<file path="src/rtl/div_unit.sv">
// Multicycle signed restoring divider: quotient to LO, remainder to HI.
// Quotient truncates toward zero; remainder carries the sign of the dividend.
module div_unit #(
    parameter int WIDTH = 32
) (
    input  logic             clock,
    input  logic             reset,
    input  logic             start,
    input  logic [WIDTH-1:0] A,
    input  logic [WIDTH-1:0] B,
    output logic             busy,
    output logic             done,
    output logic             div_zero,
    output logic [WIDTH-1:0] HI,
    output logic [WIDTH-1:0] LO,
    output logic [1:0]       state_out
);

    localparam int CW = $clog2(WIDTH);

    typedef enum logic [1:0] {
        IDLE = 2'd0,
        RUN  = 2'd1,
        FIX  = 2'd2,
        DONE = 2'd3
    } state_t;

    state_t r_state;
    state_t w_next;

    logic [WIDTH-1:0] r_rem;
    logic [WIDTH-1:0] r_quo;
    logic [WIDTH-1:0] r_divisor;
    logic [WIDTH-1:0] r_hi;
    logic [WIDTH-1:0] r_lo;
    logic [CW-1:0]    r_count;
    logic             r_qsign;
    logic             r_rsign;
    logic             r_busy;
    logic             r_done;
    logic             r_divZero;

    logic [WIDTH-1:0] w_absA;
    logic [WIDTH-1:0] w_absB;
    logic             w_bIsZero;
    logic [WIDTH:0]   w_shifted;
    logic [WIDTH:0]   w_trial;
    logic             w_trialOk;
    logic             w_busyNext;
    logic             w_doneNext;
    logic             w_divZeroNext;

    // Unsigned magnitudes; the most negative value maps onto itself as unsigned.
    assign w_absA    = A[WIDTH-1] ? (-A) : A;
    assign w_absB    = B[WIDTH-1] ? (-B) : B;
    assign w_bIsZero = (B == '0);

    assign w_shifted = {r_rem, r_quo[WIDTH-1]};
    assign w_trial   = w_shifted - {1'b0, r_divisor};
    assign w_trialOk = ~w_trial[WIDTH];

    always_ff @(posedge clock) begin
        if (reset) begin
            r_state <= IDLE;
        end else begin
            r_state <= w_next;
        end
    end

    always_comb begin
        w_next = r_state;
        case (r_state)
            IDLE: begin
                if (start) begin
                    w_next = w_bIsZero ? DONE : RUN;
                end
            end
            RUN: begin
                if (r_count == '0) begin
                    w_next = FIX;
                end
            end
            FIX:     w_next = DONE;
            DONE:    w_next = IDLE;
            default: w_next = IDLE;
        endcase
    end

    // The divide-by-zero path is the only way to reach DONE straight from IDLE.
    always_comb begin
        w_busyNext    = (w_next == RUN) || (w_next == FIX);
        w_doneNext    = (w_next == DONE);
        w_divZeroNext = (w_next == DONE) && (r_state == IDLE);
    end

    always_ff @(posedge clock) begin
        if (reset) begin
            r_busy    <= 1'b0;
            r_done    <= 1'b0;
            r_divZero <= 1'b0;
        end else begin
            r_busy    <= w_busyNext;
            r_done    <= w_doneNext;
            r_divZero <= w_divZeroNext;
        end
    end

    always_ff @(posedge clock) begin
        if (reset) begin
            r_rem     <= '0;
            r_quo     <= '0;
            r_divisor <= '0;
            r_count   <= '0;
            r_qsign   <= 1'b0;
            r_rsign   <= 1'b0;
            r_hi      <= '0;
            r_lo      <= '0;
        end else begin
            case (r_state)
                IDLE: begin
                    if (start && !w_bIsZero) begin
                        r_rem     <= '0;
                        r_quo     <= w_absA;
                        r_divisor <= w_absB;
                        r_qsign   <= A[WIDTH-1] ^ B[WIDTH-1];
                        r_rsign   <= A[WIDTH-1];
                        r_count   <= CW'(WIDTH - 1);
                    end
                end
                RUN: begin
                    r_rem   <= w_trialOk ? w_trial[WIDTH-1:0] : w_shifted[WIDTH-1:0];
                    r_quo   <= {r_quo[WIDTH-2:0], w_trialOk};
                    r_count <= r_count - 1'b1;
                end
                FIX: begin
                    r_lo <= r_qsign ? (-r_quo) : r_quo;
                    r_hi <= r_rsign ? (-r_rem) : r_rem;
                end
                default: begin
                end
            endcase
        end
    end

    assign busy      = r_busy;
    assign done      = r_done;
    assign div_zero  = r_divZero;
    assign HI        = r_hi;
    assign LO        = r_lo;
    assign state_out = r_state;

endmodule

</file>
<file path="config.mk">
export PLATFORM = sky130hd
export DESIGN_NAME = div_unit
export DESIGN_NICKNAME = d
export VERILOG_FILES = /design/src/rtl/div_unit.sv
export SDC_FILE = /design/constraint.sdc
export NUM_CORES = 1
export LEC_CHECK = 0
export CORE_MARGIN = 4
export CORE_UTILIZATION = 55
export DETAILED_ROUTE_END_ITERATION = 6
export GPL_TIMING_DRIVEN = 0
export PLACE_DENSITY = 0.82
export SETUP_SLACK_MARGIN = 0.05
export SYNTH_ARGS = -nofsm -noshare
export SYNTH_HDL_FRONTEND = slang
export SYNTH_SLANG_ARGS = --single-unit
</file>
<file path="constraint.sdc">
create_clock -name clock -period 6.5 [get_ports clock]
set_clock_uncertainty 0.05 [all_clocks]
set_input_delay 1.3 -clock clock [delete_from_list [all_inputs] [get_ports clock]]
set_output_delay 1.3 -clock clock [all_outputs]
set_load 0.005 [all_outputs]
</file>
======== Yosys cells after proc, flatten, opt, wreduce, memory -nomap -nowiden ========
Cells that the tools add are included.
operators by class
  $add $sub $neg .......................... 6
  eq/ne operators ......................... 7
  muxes and demuxes ....................... 15
  reduce and logical (&&, ||, !) cells .... 10
  bitwise operators ....................... 2
operator list
  operator               number
  $mux W32               7
  $neg A32 Y32           4
  $pmux W32 S2           2
  $sub A33 B32 Y33       1
  $logic_not A32 Y1      1
  $pmux W5 S2            1
  $eq A2 B2 Y1 const B   4
  $pmux W2 S4            1
  $mux W2                3
  $logic_not A5 Y1       1
  $mux W5                1
  $sub A5 B1 Y5 const B  1
  $eq A2 B1 Y1 const B   2
  $reduce_and A2 Y1      2
  $logic_and A1 B1 Y1    2
  $logic_not A2 Y1       1
  $ne A2 B1 Y1 const B   1
  $reduce_bool A2 Y1     1
  $logic_not A1 Y1       1
  $logic_or A1 B1 Y1     1
  $not A1 Y1             1
  $xor A1 B1 Y1          1
storage, ports and cells
  register bits after elaboration ......... 172
  bits of input ports ..................... 67
  output and inout port bits .............. 69
  word-level logic and storage cells ...... 52

======== Longest topological paths before layout ========
Gate-level depths: netlist of the first run.
  word-level depth ........................ 6
  depth in mapped cells ................... 14

======== Worst setup path after synthesis of the first run ========
Ideal clock, no wire load.
  path type ............................... input -> register
  from .................................... input port A[8]
  to ...................................... register r_quo[30]
  arrival ................................. 3.861 ns
  data required time ...................... 6.380 ns
  stages on the path ...................... 10
  library setup time ...................... 0.070 ns
  path slack .............................. 2.519 ns
  path through ............................ or4_4 or3_4 or3_4 or2_4 or3_1 buf_6 o41ai_4 xnor2_1 nand2_1 a21oi_1
on the way
  cells in the longest elaborated chain, start to end .. 4
ends and longest elaborated chain
  element               RTL line  text
  from (decl)           9         input logic [WIDTH-1:0] A,
  $neg A32 Y32          54        assign w_absA = A[WIDTH-1] ? (-A) : A;
  $mux W32              54
  $mux W32              121       if (start && !w_bIsZero) begin
  $pmux W32 S2          119       case (r_state)
  to (signal assigned)  123       r_quo <= w_absA;
  to (signal assigned)  132       r_quo <= {r_quo[WIDTH-2:0], w_trialOk};
  to (decl)             32        logic [WIDTH-1:0] r_quo;
Every way passes these cells. The select of a mux whose other input is x is not followed.
A chain may end at the register's enable or synchronous reset.

======== Worst setup path after layout of the first run ========
  from .................................... input port B[0]
  to ...................................... register r_divisor[12]
on the way
  cells in the longest elaborated chain, start to end .. 4
ends and longest elaborated chain
  element                                               RTL line  text
  from (decl)                                           10        input logic [WIDTH-1:0] B,
  branches (longest 4 deep; another with $neg A32 Y32)  -
  to (signal assigned)                                  124       r_divisor <= w_absB;
  to (decl)                                             33        logic [WIDTH-1:0] r_divisor;
Parallel ways; which one is timed is not known.

==> flow_metrics.py, run 1 <==
metrics = {
    "cts": {
        "cts_hold_repair.buffers": 0,
        "root_buffer": "clkbuf_16",
        "clkLatencyLatePin_ps": 440,
        "clk_pin_slew_worst_paths_ps": 70,
        "cts_tree": "built",
        "htreeDepth": 4,
        "cts_setup_buffers": 0,
        "cts_buffer_depth": 2,
        "cts_sinks": 172,
        "cts_resized": 0,
        "cts_inserted_buffers": 17,
    },
    "finish": {
        "ff_latch_area_um2": 3443,
        "drive_gt1_share_pct": 4.438,
        "fill_cells": 1624,
        "multiInputGateArea_um2": 6705,
        "finalInstanceArea_um2": 12930,
        "final_cells": 1747,
        "final_nets": 1580,
        "areaGrowthSynthToFinish_pct": 21.04,
        "antennaDiodeCount": 0,
    },
    "synth": {
        "synth_nets": 1427,
        "syn_inst": 1321,
        "synthArstFlopShare_pct": 0,
        "syn_avg_cell_area_um2": 8.089,
        "synth_most_common_cell": "dfxtp_1",
        "ys.flop_type": "dfxtp_1",
        "synth.distinct_cells": 71,
        "yosysTopAreaCell": "dfxtp_1",
        "synth_area_um2": 10690,
        "synth_edf_count": 0,
        "ys_top_cells_by_count": "dfxtp_1, nor2_1, nand2_1",
        "ys_seq_area_share_pct": 32.22,
        "synth-warning-count": 0,
        "synth_top_area_share_pct": 32.22,
        "ys_ff_latch": 172,
        "yosys-top-cells-area": "dfxtp_1, xor2_1, a211oi_1",
    },
    "min_path": {
        "hold_path.class": "flop to flop",
        "hp-start": "r_divisor[31]",
    },
    "worst_setup_path": {
        "critPathSlowestCell": "clkbuf_1",
        "path_cells": "clkdlybuf4s50_1, inv_1, ha_1, or3b_2, nor4_2, nand3_1, or4_1, clkbuf_1, o211ai_1, clkbuf_1, nor2_1, a211oi_1",
        "crit_arrival_ps": 5510,
        "cpPeakStageDelay_ps": 630,
        "startpoint_type": "input pin",
        "crit_fanout": 10,
        "r2r_start": "r_rem[2]",
        "crit_top_cell": "clkbuf_1",
        "startpoint": "B[0]",
        "end_kind": "flop",
        "worst-r2r-setup-slack_ps": 2710,
        "crit_type": "input pin to flop",
        "critPathRequiredTime_ps": 6790,
    },
    "power": {
        "power.leakage_uw": 0.004739,
        "ir_worst_vdd_mv": 0.3953,
        "swShare_pct": 45.62,
        "p_int_uw": 3384,
        "comb_power_share_pct": 60.4,
        "p_switching_uw": 2839,
        "power_uw": 6223,
        "clkPwrFrac_pct": 16.5,
        "p_per_area_nw_per_um2": 481.2,
        "p_seq_share_pct": 23.0,
    },
    "timing": {
        "fin_crit_ps": 5216,
        "clock.fmax_mhz": 191.7,
        "hold_viol": 0,
        "rsz0062_at_grt": "no",
        "max_slew.worst_pin.slew_ps": 905.7,
        "slew_headroom_pct": 39.62,
        "finalMaxSlewViolations": 0,
        "fin_crit_sh_pct": 80.25,
        "final-setup-viol-count": 0,
        "final.setup.tns_ps": 0,
    },
    "routing": {
        "dr.pass1.iters": 6,
        "routed_wl_um": 32700,
        "via_per_inst": 6.058,
        "wl_per_cell_um": 18.72,
        "drc": 0,
        "ant_nets": 0,
        "drt_iter0_drc": 1031,
        "vias": 10580,
    },
    "floorplan": {
        "chipWidth_um": 147.4,
        "die-area_um2": 21720,
        "core_area_um2": 18890,
        "start_util_pct": 56.56,
        "rows": 50,
        "io_pins": 136,
        "die_h_um": 147.4,
    },
    "placement": {
        "gp_congestion": 1.001,
        "numPortBuffers": 134,
        "dpl_cell_area_um2": 12350,
        "hpwlAfterDp_um": 24710,
        "dp.cells": 1715,
    },
    "global_route": {
        "grt_pass1_vias": 9798,
        "grt_pass1_wl_um": 51260,
        "grt_max_degree": 17,
        "antenna_found_initial": 0,
        "globalRouteTotalUtil_pct": 29.11,
        "grt_overflow": 0,
    },
    "outcome": {
        "status": "finished clean",
    },
    "flow_run": {
        "max_cap_violations": 0,
    },
}
## kinds of logic (layout without fill, tap and decap cells)
family / count (synthesis) / count (layout) / synth area share, %
compound gates: 386 / 386 / 25.04
xor+xnor: 144 / 144 / 11.80
fa+ha+maj: 39 / 39 / 4.637
buf+inv: 133 / 299 / 5.023
flops: 172 / 172 / 32.22
mux: 32 / 32 / 2.998
simple gates: 415 / 415 / 18.28
## cell type report
type                    count  share of cell area [%]
multi-input cells        1016                   51.84
flip-flops and latches    172                   26.62
repair buffers            134                   10.37
clock buffers              20                   3.454
plain buffers              82                   2.670
well taps                 260                   2.515
inverters                  51                   1.480
clock inverters            12                   1.045
## layout by cell type (no fill, tap or decap), drive strengths merged, types with 55 or more instances in the layout
master and instances:
o21ai 78, clkdlybuf4s50 134, a21oi 62, nor2 153, xnor2 55, a211oi 90
nand2 130, xor2 89, dfxtp 172, clkbuf 79
## path summary, 6_finish.rpt
| path | end | cells past startpoint |
|---|---|---|
| min reg2reg | r_divisor[31] | 2 |
| max reg2reg | HI[30] | 9 |
| min | r_divisor[31] | 2 |
| max | r_divisor[12] | 12 |
## metal layers
layer	up-vias	track usage (%)	part of all wire (%)
li1	5057	-	-
met1	4976	40.89	44
met2	482	45.00	44
met3	69	5.641	9.2
met4	0	9.972	2.6
met5	-	0	0
## power by group through the flow
stage	logic, uW	registers [uW]	clock network, uW
final	3760	1430	1030
after global routing	4070	1450	1080
after CTS	3670	1420	1030
after detailed placement	3630	1440	0
after global placement	3570	1440	0
after floorplan	2810	1380	0
## worst max-delay path: cells and delay by family
family / cells / cell delay (ps)
buffers and inverters: 4 / 1480
AND/OR/NAND/NOR: 5 / 1870
adder cells (fa/ha/maj): 1 / 150
AO/OA/AOI/OAI: 2 / 700
## sequential cells by signal, indices dropped and copies added, names as in the netlist
name / count
r_rem: 32
busy: 1
div_zero: 1
r_quo: 32
r_divisor: 32
r_rsign: 1
r_count: 5
HI: 32
r_qsign: 1
done: 1
state_out: 2
LO: 32
## stage by stage
step	utilization [%]	hold slack, ps	setup slack, ps
after floorplan	-	381.9	2519
after global placement	65.38	389.4	1069
after detailed placement	65.38	399.0	1012
after CTS	68.46	406.6	1442
after global routing	68.46	433.8	1135
final	68.46	404.6	1284
(Power assumes the default switching activity.)
==> inputs of run 2 (changes only) <==
- CORE_UTILIZATION: 55 -> 51
- PLACE_DENSITY: 0.82 -> 0.8
- clock period: 6.5 -> 4.3 ns (I/O delays scaled with it)
==> run 2 against run 1 <==
Final cell count is 0.69% higher. Utilization is 4.6 points lower. Worst setup slack worse by 1100 ps. Total power is 52% higher. Critical path type unchanged. Clock power is 59% higher.
==> flow_metrics.py, run 2 (same netlist as run 1, synthesis figures left out) <==
metrics = {
    "outcome": {
        "status": "finished clean",
    },
    "floorplan": {
        "chipWidth_um": 152.7,
        "io_pins": 136,
        "die_h_um": 152.7,
        "core_area_um2": 20430,
        "die-area_um2": 23330,
        "rows": 52,
        "start_util_pct": 52.30,
    },
    "timing": {
        "fin_crit_sh_pct": 95.76,
        "finalMaxSlewViolations": 0,
        "clock.fmax_mhz": 242.9,
        "final-setup-viol-count": 0,
        "fin_crit_ps": 4118,
        "worst_hold_slack_ps": 403.8,
        "hold_viol": 0,
        "slew_headroom_pct": 38.11,
        "rsz0062_at_grt": "no",
        "max_slew.worst_pin.slew_ps": 928.4,
    },
    "placement": {
        "dp.cells": 1725,
        "hpwlAfterDp_um": 25100,
        "numPortBuffers": 134,
        "gp_congestion": 0.9876,
    },
    "global_route": {
        "grt_max_degree": 17,
        "globalRouteTotalUtil_pct": 27.28,
        "grt_pass1_wl_um": 52360,
        "grt_pass1_vias": 10020,
        "antenna_found_initial": 0,
        "grt_overflow": 0,
    },
    "worst_setup_path": {
        "cp.depth": 13,
        "cpPeakStageDelay_ps": 530,
        "startpoint_type": "input pin",
        "crit_family": "simple AND/OR/NAND/NOR gates",
        "critPathRequiredTime_ps": 4530,
        "crit_arrival_ps": 4340,
        "crit_type": "input pin to flop",
        "reg2regPathDepth": 11,
        "crit_buf_inv": 5,
        "path_cells": "clkdlybuf4s50_1, inv_1, ha_1, or3b_2, nor4_4, nand3_2, or4_1, clkbuf_2, o211a_1, buf_2, clkbuf_1, nor2_1, a211oi_1",
        "end_kind": "flop",
        "critPathSlowestCell": "or3b_2",
        "crit_fanout": 10,
    },
    "cts": {
        "clkLatencyLatePin_ps": 430,
        "cts_sinks": 172,
        "cts_hold_repair.buffers": 0,
        "clk_pin_slew_worst_paths_ps": 70,
        "cts_buffer_depth": 2,
        "cts_tree": "built",
        "cts_inserted_buffers": 17,
        "htreeDepth": 4,
        "root_buffer": "clkbuf_16",
    },
    "power": {
        "clkPwrFrac_pct": 17.4,
        "swShare_pct": 44.79,
        "ir_worst_vdd_mv": 0.4934,
        "p_per_area_nw_per_um2": 723.8,
        "p_seq_share_pct": 23.1,
        "power.leakage_uw": 0.004809,
        "p_int_uw": 5216,
        "comb_power_share_pct": 59.6,
        "power_uw": 9447,
        "p_switching_uw": 4232,
    },
    "min_path": {
        "hold_path_depth": 2,
        "hold_path.class": "flop to flop",
    },
    "routing": {
        "drc": 0,
        "wl_per_cell_um": 18.81,
        "dr.pass1.iters": 5,
        "routed_wl_um": 33090,
        "via_per_inst": 6.060,
        "drt_iter0_drc": 1174,
        "vias": 10660,
        "ant_nets": 0,
    },
    "finish": {
        "drive_gt1_share_pct": 5.104,
        "layout_commonest_cell": "dfxtp_1",
        "areaGrowthSynthToFinish_pct": 22.15,
        "final_nets": 1582,
        "layout_common_cells": "dfxtp_1, nor2_1, clkdlybuf4s50_1, nand2_1, a211oi_1",
        "antennaDiodeCount": 0,
        "utilization_pct": 63.89,
        "final_cells": 1759,
    },
    "flow_run": {
        "max_cap_violations": 0,
    },
}
==> run 2: cell types whose count changed in the layout (fill, tap and decap cells not counted), moves of 2 or more <==
| cell | before | now |
|---|---|---|
| buf_4 | 1 | 4 |
| clkbuf_1 | 61 | 55 |
| clkbuf_8 | 1 | 3 |
| buf_2 | 9 | 5 |
| clkbuf_2 | 0 | 5 |
| clkbuf_4 | 0 | 2 |
| clkinv_2 | 2 | 0 |
==> run 2: what timing repair did <==
action / 4_1_cts / 5_1_grt
setup endpoints to repair: 87 / 87
setup buffers: 0 / 2
endpoints found under the hold margin: 0 / 0
resized for setup: 7 / 11
pin swaps: 0 / 3
==> run 2: layout make-up <==
type | instances | area (um2)
plain buffers | 82 | 365.4
clock buffers | 21 | 470.5
clock inverters | 11 | 156.4
fillers | 1729 | 7377
inverters | 51 | 191.4
multi-input cells | 1016 | 6729
flip-flops and latches | 172 | 3443
well taps | 270 | 337.8
repair buffers | 136 | 1359
==> run 2: power by group through the flow <==
stage               sequential (uW)  clock [uW]  combinational [uW]
floorplan                      2090           0                4240
global placement               2180           0                5370
detailed placement             2190           0                5440
CTS                            2160        1650                5510
global route                   2210        1710                6110
finish                         2180        1640                5630
==> run 2: metrics by stage <==
step | setup slack [ps] | cell area (um2) | setup TNS (ps)
final | 182.4 | 13050 | 0
after floorplan | 759.0 | 10690 | 0
after CTS | 76.34 | 13020 | 0
after detailed placement | -704.2 | 12360 | -48960
after global routing | 66.31 | 13050 | 0
after global placement | -677.8 | 12360 | -47970
==> run 2: worst paths after layout <==
path	from	end	slack [ps]
min reg2reg	LO[30]	LO[30]	400
min	LO[30]	LO[30]	400
max reg2reg	r_rem[4]	r_rem[14]	440
max	B[1]	r_divisor[15]	180
==> run 2: worst register-to-register path, cell delays in order, from the launching register on <==
cell and delay [ps]:
dfxtp_1 470, ha_1 340, a21o_1 230, a211o_1 280
o21a_1 200, o31a_1 380, a211o_1 370, or4_1 530
o211ai_2 230, buf_4 330, mux2i_1 250, o21ai_1 80
==> run 2: metal layers <==
metal / wire, um / global-route usage [%] / vias to the layer above / part of all wire (%)
met4: 1058 / 9.716 / 0 / 3.2
met3: 3101 / 5.169 / 68 / 9.4
met2: 14600 / 41.69 / 478 / 44
met1: 14330 / 38.54 / 5047 / 43
li1: - / - / 5067 / -
met5: 0 / 0 / - / 0
==> inputs of run 3 (changes only) <==
- SETUP_SLACK_MARGIN: 0.05 -> 0.1
==> run 3 against run 2 <==
Maximum frequency decreased by 1.2%. Critical path depth increased by 2. Clock power hardly changed. Routed wire length grew 0.37%. First-iteration DRC count grew 3.8%. Largest power group unchanged. Die area unchanged. Critical path type unchanged.
==> flow_metrics.py, run 3 (same netlist as run 1, synthesis figures left out) <==
metrics = {
    "cts": {
        "cts_tree": "built",
        "cts_buffer_depth": 2,
        "clk_pin_slew_worst_paths_ps": 70,
        "root_buffer": "clkbuf_16",
        "cts_inserted_buffers": 17,
        "clkLatencyLatePin_ps": 440,
        "htreeDepth": 4,
        "cts_sinks": 172,
    },
    "flow_run": {
        "max_cap_violations": 0,
    },
    "finish": {
        "utilization_pct": 63.99,
        "areaGrowthSynthToFinish_pct": 22.34,
        "antennaDiodeCount": 0,
        "layout_commonest_cell": "dfxtp_1",
        "multiInputGateArea_um2": 6729,
        "final_cells": 1761,
        "drive_gt1_share_pct": 5.231,
        "ff_latch_area_um2": 3443,
        "fill_cells": 1726,
        "final_nets": 1584,
        "layout_common_cells": "dfxtp_1, nor2_1, clkdlybuf4s50_1, nand2_1, a211oi_1",
        "finalInstanceArea_um2": 13070,
    },
    "worst_setup_path": {
        "critPathRequiredTime_ps": 4550,
        "path_cells": "clkdlybuf4s50_1, inv_1, ha_1, or3b_2, nor4_4, nand3_2, or4_1, clkbuf_2, o211a_1, buf_2, nor2_4, buf_4, nor2_1, a21oi_1, nor2_1",
        "worst-r2r-setup-slack_ps": 440,
        "crit_type": "input pin to flop",
        "crit_top_cell": "nor2_1",
        "cpPeakStageDelay_ps": 530,
        "end_kind": "flop",
        "crit_arrival_ps": 4420,
        "crit_fanout": 10,
        "critPathSlowestCell": "or3b_2",
        "startpoint_type": "input pin",
    },
    "routing": {
        "wl_per_cell_um": 18.86,
        "drt_iter0_drc": 1219,
        "routed_wl_um": 33220,
        "ant_nets": 0,
        "drc": 0,
        "via_per_inst": 6.030,
        "dr.pass1.iters": 5,
        "vias": 10620,
    },
    "global_route": {
        "globalRouteTotalUtil_pct": 27.27,
        "antenna_found_initial": 0,
        "grt_pass1_vias": 10020,
        "grt_pass1_wl_um": 52320,
        "grt_max_degree": 17,
        "grt_overflow": 0,
    },
    "floorplan": {
        "start_util_pct": 52.30,
        "die-area_um2": 23330,
        "chipWidth_um": 152.7,
        "io_pins": 136,
        "rows": 52,
        "die_h_um": 152.7,
        "core_area_um2": 20430,
    },
    "placement": {
        "hpwlAfterDp_um": 25100,
        "dpl_cell_area_um2": 12360,
        "dp.cells": 1725,
        "gp_congestion": 0.9876,
        "numPortBuffers": 134,
    },
    "timing": {
        "clock.fmax_mhz": 239.9,
        "fin_crit_sh_pct": 96.92,
        "slew_headroom_pct": 41.18,
        "rsz0062_at_grt": "yes",
        "final-setup-viol-count": 0,
        "finalMaxSlewViolations": 0,
        "hold_viol": 0,
        "max_slew.worst_pin.slew_ps": 882.2,
        "fin_crit_ps": 4168,
    },
    "power": {
        "p_switching_uw": 4246,
        "p_int_uw": 5221,
        "p_per_area_nw_per_um2": 724.2,
        "swShare_pct": 44.85,
        "clkPwrFrac_pct": 17.4,
        "power.leakage_uw": 0.004820,
        "p_seq_share_pct": 23.0,
        "comb_power_share_pct": 59.5,
        "ir_worst_vdd_mv": 0.4997,
    },
    "min_path": {
        "hold_path.class": "flop to flop",
    },
    "outcome": {
        "status": "finished clean",
    },
}
==> run 3: power by group through the flow <==
stage	clock [uW]	sequential, uW	combinational (uW)
after floorplan	0	2090	4240
after global placement	0	2180	5370
after detailed placement	0	2190	5440
after CTS	1650	2160	5520
after global routing	1710	2210	6120
final	1650	2180	5640
==> run 3: path summary, 6_finish.rpt <==
path	from	to	cells past startpoint
max reg2reg	r_rem[4]	r_rem[14]	11
min reg2reg	LO[30]	LO[30]	2
min	LO[30]	LO[30]	2
max	B[1]	r_count[0]	15
==> run 3: worst max-delay path: cells and delay by family <==
family	cells	cell delay [ps]
buf+inv	5	1160
compound gates	2	450
simple gates	7	1780
fa+ha+maj	1	150
==> run 3: timing repair <==
action | CTS | global route
pin swaps | 1 | 2
buffers inserted | 0 | 4
setup endpoints to repair | 92 | 88
gates resized for setup | 10 | 11
hold buffers | 0 | 0
==> run 3: final cells by class <==
class                           count  share of cell area (%)
Tap cell                          270                   2.584
Sequential cell                   172                   26.34
Timing Repair Buffer              138                   10.51
Multi-Input combinational cell   1016                   51.47
Buffer                             82                   2.833
Inverter                           51                   1.464
Clock inverter                     11                   1.196
Clock buffer                       21                   3.599
==> run 3: stage by stage <==
step	hold WS (ps)	setup TNS, ps	setup slack [ps]	total power [uW]
after detailed placement	396.7	-48960	-704.2	7633
final	403.8	0	132.4	9467
after global routing	440.9	0	28.36	10040
after global placement	396.3	-47970	-677.8	7556
after CTS	408.8	0	89.40	9323
after floorplan	381.9	0	759.0	6330
==> run 3: layer usage <==
layer / vias up / track usage (%) / part of all wire [%]
li1: 5056 / - / -
met1: 5011 / 38.72 / 44
met2: 483 / 41.69 / 44
met3: 69 / 4.828 / 8.9
met4: 0 / 9.716 / 3.2
met5: - / 0 / 0
